==> src/rtl/program_loader.sv <==
// Byte-stream program loader: parses a length-prefixed, checksummed word stream
// and writes each 16-bit word into instruction memory while holding the CPU.
module program_loader #(
  parameter int unsigned DEPTH = 256
) (
  input  logic        clk,
  input  logic        reset,
  input  logic        start,
  input  logic        byte_valid,
  input  logic [7:0]  byte_data,
  output logic        byte_ready,
  output logic [15:0] mem_address,
  output logic [15:0] mem_data,
  output logic        mem_wren,
  output logic        cpu_hold,
  output logic        done,
  output logic        error
);

  typedef enum logic [3:0] {
    S_IDLE,
    S_LEN_HI,
    S_LEN_LO,
    S_DATA_HI,
    S_DATA_LO,
    S_WRITE,
    S_CHK_HI,
    S_CHK_LO,
    S_DONE,
    S_ERR
  } state_t;

  localparam logic [16:0] DEPTH_W = 17'(DEPTH);

  state_t      state_q, state_d;
  logic [7:0]  hi_q, hi_d;
  logic [15:0] len_q, len_d;
  logic [15:0] cnt_q, cnt_d;
  logic [15:0] sum_q, sum_d;
  logic [15:0] addr_q, addr_d;
  logic [15:0] data_q, data_d;

  logic        accept;
  logic [15:0] word;
  logic [15:0] cnt_inc;

  always_comb begin
    state_d = state_q;
    hi_d    = hi_q;
    len_d   = len_q;
    cnt_d   = cnt_q;
    sum_d   = sum_q;
    addr_d  = addr_q;
    data_d  = data_q;

    byte_ready = (state_q == S_LEN_HI)  || (state_q == S_LEN_LO)  ||
                 (state_q == S_DATA_HI) || (state_q == S_DATA_LO) ||
                 (state_q == S_CHK_HI)  || (state_q == S_CHK_LO);
    accept  = byte_valid && byte_ready;
    word    = {hi_q, byte_data};
    cnt_inc = cnt_q + 16'd1;

    unique case (state_q)
      S_IDLE, S_DONE, S_ERR: begin
        if (start) begin
          state_d = S_LEN_HI;
          cnt_d   = '0;
          sum_d   = '0;
        end
      end
      S_LEN_HI: begin
        if (accept) begin
          hi_d    = byte_data;
          state_d = S_LEN_LO;
        end
      end
      S_LEN_LO: begin
        if (accept) begin
          len_d = word;
          if (word == '0)                   state_d = S_CHK_HI;
          else if ({1'b0, word} > DEPTH_W)  state_d = S_ERR;
          else                              state_d = S_DATA_HI;
        end
      end
      S_DATA_HI: begin
        if (accept) begin
          hi_d    = byte_data;
          state_d = S_DATA_LO;
        end
      end
      S_DATA_LO: begin
        // Address/data are captured here so they are stable for the whole WRITE cycle
        // and keep their value afterwards.
        if (accept) begin
          addr_d  = cnt_q;
          data_d  = word;
          state_d = S_WRITE;
        end
      end
      S_WRITE: begin
        cnt_d   = cnt_inc;
        sum_d   = sum_q + data_q;
        state_d = (cnt_inc == len_q) ? S_CHK_HI : S_DATA_HI;
      end
      S_CHK_HI: begin
        if (accept) begin
          hi_d    = byte_data;
          state_d = S_CHK_LO;
        end
      end
      S_CHK_LO: begin
        if (accept) state_d = (word == sum_q) ? S_DONE : S_ERR;
      end
      default: state_d = S_IDLE;
    endcase
  end

  always_ff @(posedge clk) begin
    if (reset) begin
      state_q <= S_IDLE;
      hi_q    <= '0;
      len_q   <= '0;
      cnt_q   <= '0;
      sum_q   <= '0;
      addr_q  <= '0;
      data_q  <= '0;
    end else begin
      state_q <= state_d;
      hi_q    <= hi_d;
      len_q   <= len_d;
      cnt_q   <= cnt_d;
      sum_q   <= sum_d;
      addr_q  <= addr_d;
      data_q  <= data_d;
    end
  end

  assign mem_address = addr_q;
  assign mem_data    = data_q;
  assign mem_wren    = (state_q == S_WRITE);
  assign cpu_hold    = (state_q != S_DONE);
  assign done        = (state_q == S_DONE);
  assign error       = (state_q == S_ERR);

endmodule

==> config.mk <==
export PLATFORM = sky130hd
export DESIGN_NAME = program_loader
export DESIGN_NICKNAME = d
export VERILOG_FILES = /design/src/rtl/program_loader.sv
export SDC_FILE = /design/constraint.sdc
export NUM_CORES = 1
export LEC_CHECK = 0
export ABC_AREA = 1
export CORE_MARGIN = 2
export CORE_UTILIZATION = 34
export CTS_CLUSTER_SIZE = 28
export DETAILED_ROUTE_END_ITERATION = 8
export PLACE_DENSITY = 0.6
export SYNTH_ARGS = -nofsm -noshare
export SYNTH_HDL_FRONTEND = slang
export SYNTH_SLANG_ARGS = --single-unit
==> constraint.sdc <==
create_clock -name clk -period 4.2 [get_ports clk]
set_input_delay 1.05 -clock clk [delete_from_list [all_inputs] [get_ports clk]]
set_output_delay 1.05 -clock clk [all_outputs]
set_load 0.02 [all_outputs]
Word level (Yosys, flattened, before mapping)
Index checks and enable logic that the tools add are counted.
- output and inout port bits: 37
- flip-flop bits (word level): 92
- word-level logic and storage cells: 60
- add/subtract/negate cells: 2
- mux-type cells: 15
- order comparisons: 1
- equal/unequal tests: 19
- reduce and logical (&&, ||, !) cells: 16
- operators with widths (kind ; count):
    $pmux 16 s2 ; 2
    $mux 4 ; 9
    $eq 16x16->1 ; 2
    $pmux 4 s8 ; 1
    $add 16x1->16 const B ; 1
    $add 16x16->16 ; 1
    $eq 4x3->1 const B ; 4
    $gt 16x9->1 const B ; 1
    $logic_not 16->1 ; 1
    $mux 16 ; 1
    $ne 2x2->1 const B ; 7
    $eq 4x2->1 const B ; 2
    $eq 4x4->1 const B ; 2
    $reduce_and 2->1 ; 4
    $reduce_and 7->1 ; 1
    $reduce_or 3->1 ; 2
    $logic_or 1x1->1 ; 5
    $eq 4x1->1 const B ; 1
    $logic_not 4->1 ; 1
    $ne 4x4->1 const B ; 1
    $mux 3 ; 1
    $reduce_bool 2->1 ; 1
    $logic_and 1x1->1 ; 1
    $mux 1 ; 1

Longest topological paths before layout
- word-level depth: 9
- mapped depth: 16

Least setup slack after synthesis
OpenSTA, ideal clock, no wires.
- kind: reg-to-output
- start: reg state_q[2]
- end: out mem_wren
- data required time: 3.150 ns
- setup slack: 1.888 ns
- cell stages (with the launch flop): 6
- arrival time: 1.262 ns
- path buffers: 1
- path through: dfxtp_1 -> inv_2 -> nor2_2 -> inv_1 -> nor2_4 -> clkbuf_1
- cells in the longest elaborated chain, start to end: 1
- ends and longest elaborated chain (element ; line ; source):
    start: declaration ; 35 ; state_t state_q, state_d;
    start signal: assignment ; 128 ; state_q <= state_d;
    $eq 4x3->1 ; 140 ; assign mem_wren = (state_q == S_WRITE);
    end: declaration ; 14 ; output logic mem_wren,
Every way passes these cells.

Final worst setup path
Same ends and word-level chain as after synthesis.

==> flow_summary_export.csv <==
group,metric,value,unit
timing,layout_setup_ws,1.25,ns
worst_setup_path,cp_data_arrival_time,1.90,ns
placement,dpl_worst_slack,1.22,ns
cells_and_area,drive_gt1_share,7.08,%
synthesis,synth_edf_count,0,
worst_setup_path,worstSetupEndpointType,"primary output",
placement,port-buffer-count,48,
grt,grt_pass1_vias,4379,
clock_network,ctsResizeCount,0,
timing,tns,0,ns
synthesis,synth_top_cell_by_area,"dfxtp_1",
outcome,outcome,"complete, no violations",
detailed_routing,via_count,4779,
cells_and_area,final_nets,829,
grt,grt_first_pass_wirelength,22100,um
power_and_ir_drop,vdd_drop_max,0.000167,V
clock_network,cts_buffer_depth,2,
floorplanning,fp.dieW,127,um
detailed_routing,wl,13100,um
timing,hold_viol_final,0,
grt,grt_usage,17.1,%
timing,fin_skew,0.00756,ns
floorplanning,rows,44,
cells_and_area,multiInputGateArea,2840,um2
worst_setup_path,cpPeakStageDelay,0.62,ns
synthesis,ys_top_cells_by_count,"159 x nand2_1, 114 x a21oi_1, 92 x dfxtp_1",
power_and_ir_drop,p_seq_share,42.9,%
worst_setup_path,required,3.15,ns
synthesis,syn_nets,792,
timing,rsz0062_at_grt,"no",
floorplanning,core_area,14600,um2
detailed_routing,ant_nets,0,
detailed_routing,drc,0,
synthesis,ys_seq_elements,92,
timing,period_needed,2.95,ns
synthesis,synthFlopType,"dfxtp_1",
synthesis,async_flop_share,0,%
clock_network,htree_levels,3,
cells_and_area,seqCellArea,1840,um2
placement,place.gp.congestion,0.859,
synthesis,synth.area.top_cells,"dfxtp_1 36%, nand2_1 12%, a21oi_1 11%",
synthesis,synth.most_common_cell,"nand2_1",
timing,fin_crit_sh,70.2,%
power_and_ir_drop,combPwrFrac,19.3,%
worst_setup_path,path_class,"reg2out",
power_and_ir_drop,power_frac_clock,37.8,%
detailed_routing,wl_per_cell,13.2,um
power_and_ir_drop,p_int,0.00155,W
clock_network,cts_tree,"yes",
synthesis,syn_avg_cell_area,6.71,um2
floorplanning,die_area,16000,um2
power_and_ir_drop,power_density,369,nW/um2
worst_setup_path,cp_top_family,"buffers and inverters",
power_and_ir_drop,power_leakage,2.38,nW
cells_and_area,n_antenna_cell,0,
synthesis,syn-cell-area,5120,um2
clock_network,cts.sinks,92,
worst_setup_path,cp_cell_sequence,"inv_2 > nor2_2 > inv_1 > nor2_4 > clkdlybuf4s50_1",
clock_network,clock-root-buffer,"clkbuf_16",
timing,drv_slew,0,
worst_setup_path,cp_slowest_cell,"clkdlybuf4s50_1",
placement,dp_cells,973,
timing,tightest_slew,0.883,ns
cells_and_area,n_fill_cell,1548,
clock_network,cts_inserted_buffers,9,
job,max-cap-violations,0,
grt,grt.overflow.total,0,
worst_setup_path,path_buf_inv,3,
floorplanning,floorplan.io_pins,49,
detailed_routing,firstDrtPassIters,4,
synthesis,seq_area_frac_synth,36.0,%
power_and_ir_drop,switching_share,30.5,%
timing,setup_violations,0,
cells_and_area,instances_no_fill,989,
detailed_routing,drtIter0Drc,251,
synthesis,yosysUniqueCellTypes,40,
clock_network,clk_latency,0.35,ns
floorplanning,die_h,127,um
clock_network,hold_buffers,0,
placement,dpl.hpwl,9260,um
clock_network,cts.clk_slew.worst_paths,0.07,ns
synthesis,yosysWarnings,0,
timing,max-slew-margin-rel,41.0,%
floorplanning,start_util,34.9,%
synthesis,synth.top_cell.area_share,36.0,%
cells_and_area,syn_to_final_growth,18.1,%
clock_network,post_cts.repair.setup_buffers,0,
worst_setup_path,crit_fanout,5,
worst_hold_path,hp-class,"reg2reg",
worst_setup_path,start_kind,"register",
detailed_routing,avgViaCountPerCell,4.83,
grt,antenna_found_initial,0,
timing,fmax,0.339,GHz
power_and_ir_drop,power_switching,0.000680,W
synthesis,syn_inst,763,
grt,grt_max_degree,61,
## power by group through the flow
stage | clock network (W) | registers, W | logic (W)
finish | 0.000844 | 0.000957 | 0.000431
global route | 0.000899 | 0.000963 | 0.000488
CTS | 0.000862 | 0.000957 | 0.000438
detailed placement | 0 | 0.000976 | 0.000437
global placement | 0 | 0.000977 | 0.000438
floorplan | 0 | 0.000962 | 0.000323
## stage by stage
| step | util (%) | area (um2) | hold slack [ns] | total power, W |
|---|---|---|---|---|
| 6_report | 41.3 | 6040 | 0.447 | 0.00223 |
| 5_1_grt | 41.3 | 6040 | 0.484 | 0.00235 |
| 4_1_cts | 41.3 | 6040 | 0.452 | 0.00226 |
| 3_5_place_dp | 39.2 | 5740 | 0.441 | 0.00141 |
| 3_3_place_gp | 39.2 | 5740 | 0.440 | 0.00141 |
| 2_1_floorplan | - | 5120 | 0.437 | 0.00128 |
## sequential cells by signal (all words and copies together) (netlist names)
register / count
state_q: 4
mem_address: 16
mem_data: 16
cnt_q: 16
hi_q: 8
sum_q: 16
len_q: 16
## layout make-up
cell class / count / area share, %
Timing Repair Buffer: 52 / 8.36
Tap cell: 184 / 3.81
Multi-Input combinational cell: 558 / 46.9
Clock inverter: 3 / 0.745
Inverter: 87 / 5.40
Sequential cell: 92 / 30.5
Clock buffer: 13 / 4.31
## worst reg2reg max path, stage by stage, from the launching register on
cell and delay, ns:
dfxtp_1 0.44, inv_2 0.09, nor2_2 0.11, inv_2 0.07, a21oi_2 0.17, inv_2 0.05
nand2_1 0.11, inv_2 0.05, nand3_2 0.35, buf_4 0.44, nor2_1 0.10, a21oi_1 0.12
nor2_1 0.05
## kinds of logic (layout without fill, tap and decap cells)
family	count (synthesis)	in the layout	synth area share, %
xor gates and xnor gates	13	13	2.49
buffers and inverters	113	155	8.61
adders and majority gates	17	17	4.30
AOI/OAI and AO/OA	181	181	19.0
DFF	92	92	36.0
and+or+nand+nor	347	347	29.6
## metal layers
metal	share of wire [%]	wire [um]	GRT usage, %
met4	1.4	184	4.72
met1	49	6370	22.6
met2	45	5900	28.1
met5	0	0	0
met3	5.0	649	4.13
## placed cells by master (no fill, tap or decap), types with 2 or more instances in the layout
cell / netlist / layout
nor3_1: 3 / 3
nand3_2: 2 / 2
a21oi_2: 3 / 3
clkbuf_16: 0 / 9
nand3_1: 56 / 56
or2_2: 10 / 10
a21o_1: 2 / 2
nand2_1: 159 / 159
o21ai_1: 6 / 6
nor2_1: 88 / 88
o211ai_1: 2 / 2
dfxtp_1: 92 / 92
xor2_1: 4 / 4
nand2_2: 3 / 3
clkdlybuf4s50_1: 0 / 47
clkinvlp_4: 0 / 2
nor4_1: 2 / 2
nor2_4: 4 / 4
buf_4: 0 / 4
clkbuf_8: 0 / 2
xnor2_1: 8 / 8
ha_1: 16 / 16
inv_2: 6 / 6
nand4_1: 13 / 13
inv_1: 81 / 81
a21oi_1: 114 / 114
nor2_2: 3 / 3
o21ai_0: 45 / 45
clkbuf_1: 13 / 2
## path summary, 6_finish.rpt
path                                from                           to  slack [ns]  cells past startpoint
max              state_q[2]$_SDFFE_PP0P_                     mem_wren        1.25                      5
min          mem_address[8]$_SDFFE_PP0P_  mem_address[8]$_SDFFE_PP0P_        0.45                      2
max reg2reg      state_q[0]$_SDFFE_PP0P_     mem_data[5]$_SDFFE_PP0P_        1.91                     12
min reg2reg  mem_address[8]$_SDFFE_PP0P_  mem_address[8]$_SDFFE_PP0P_        0.45                      2
Note: power is estimated with default switching activity, not from simulation.
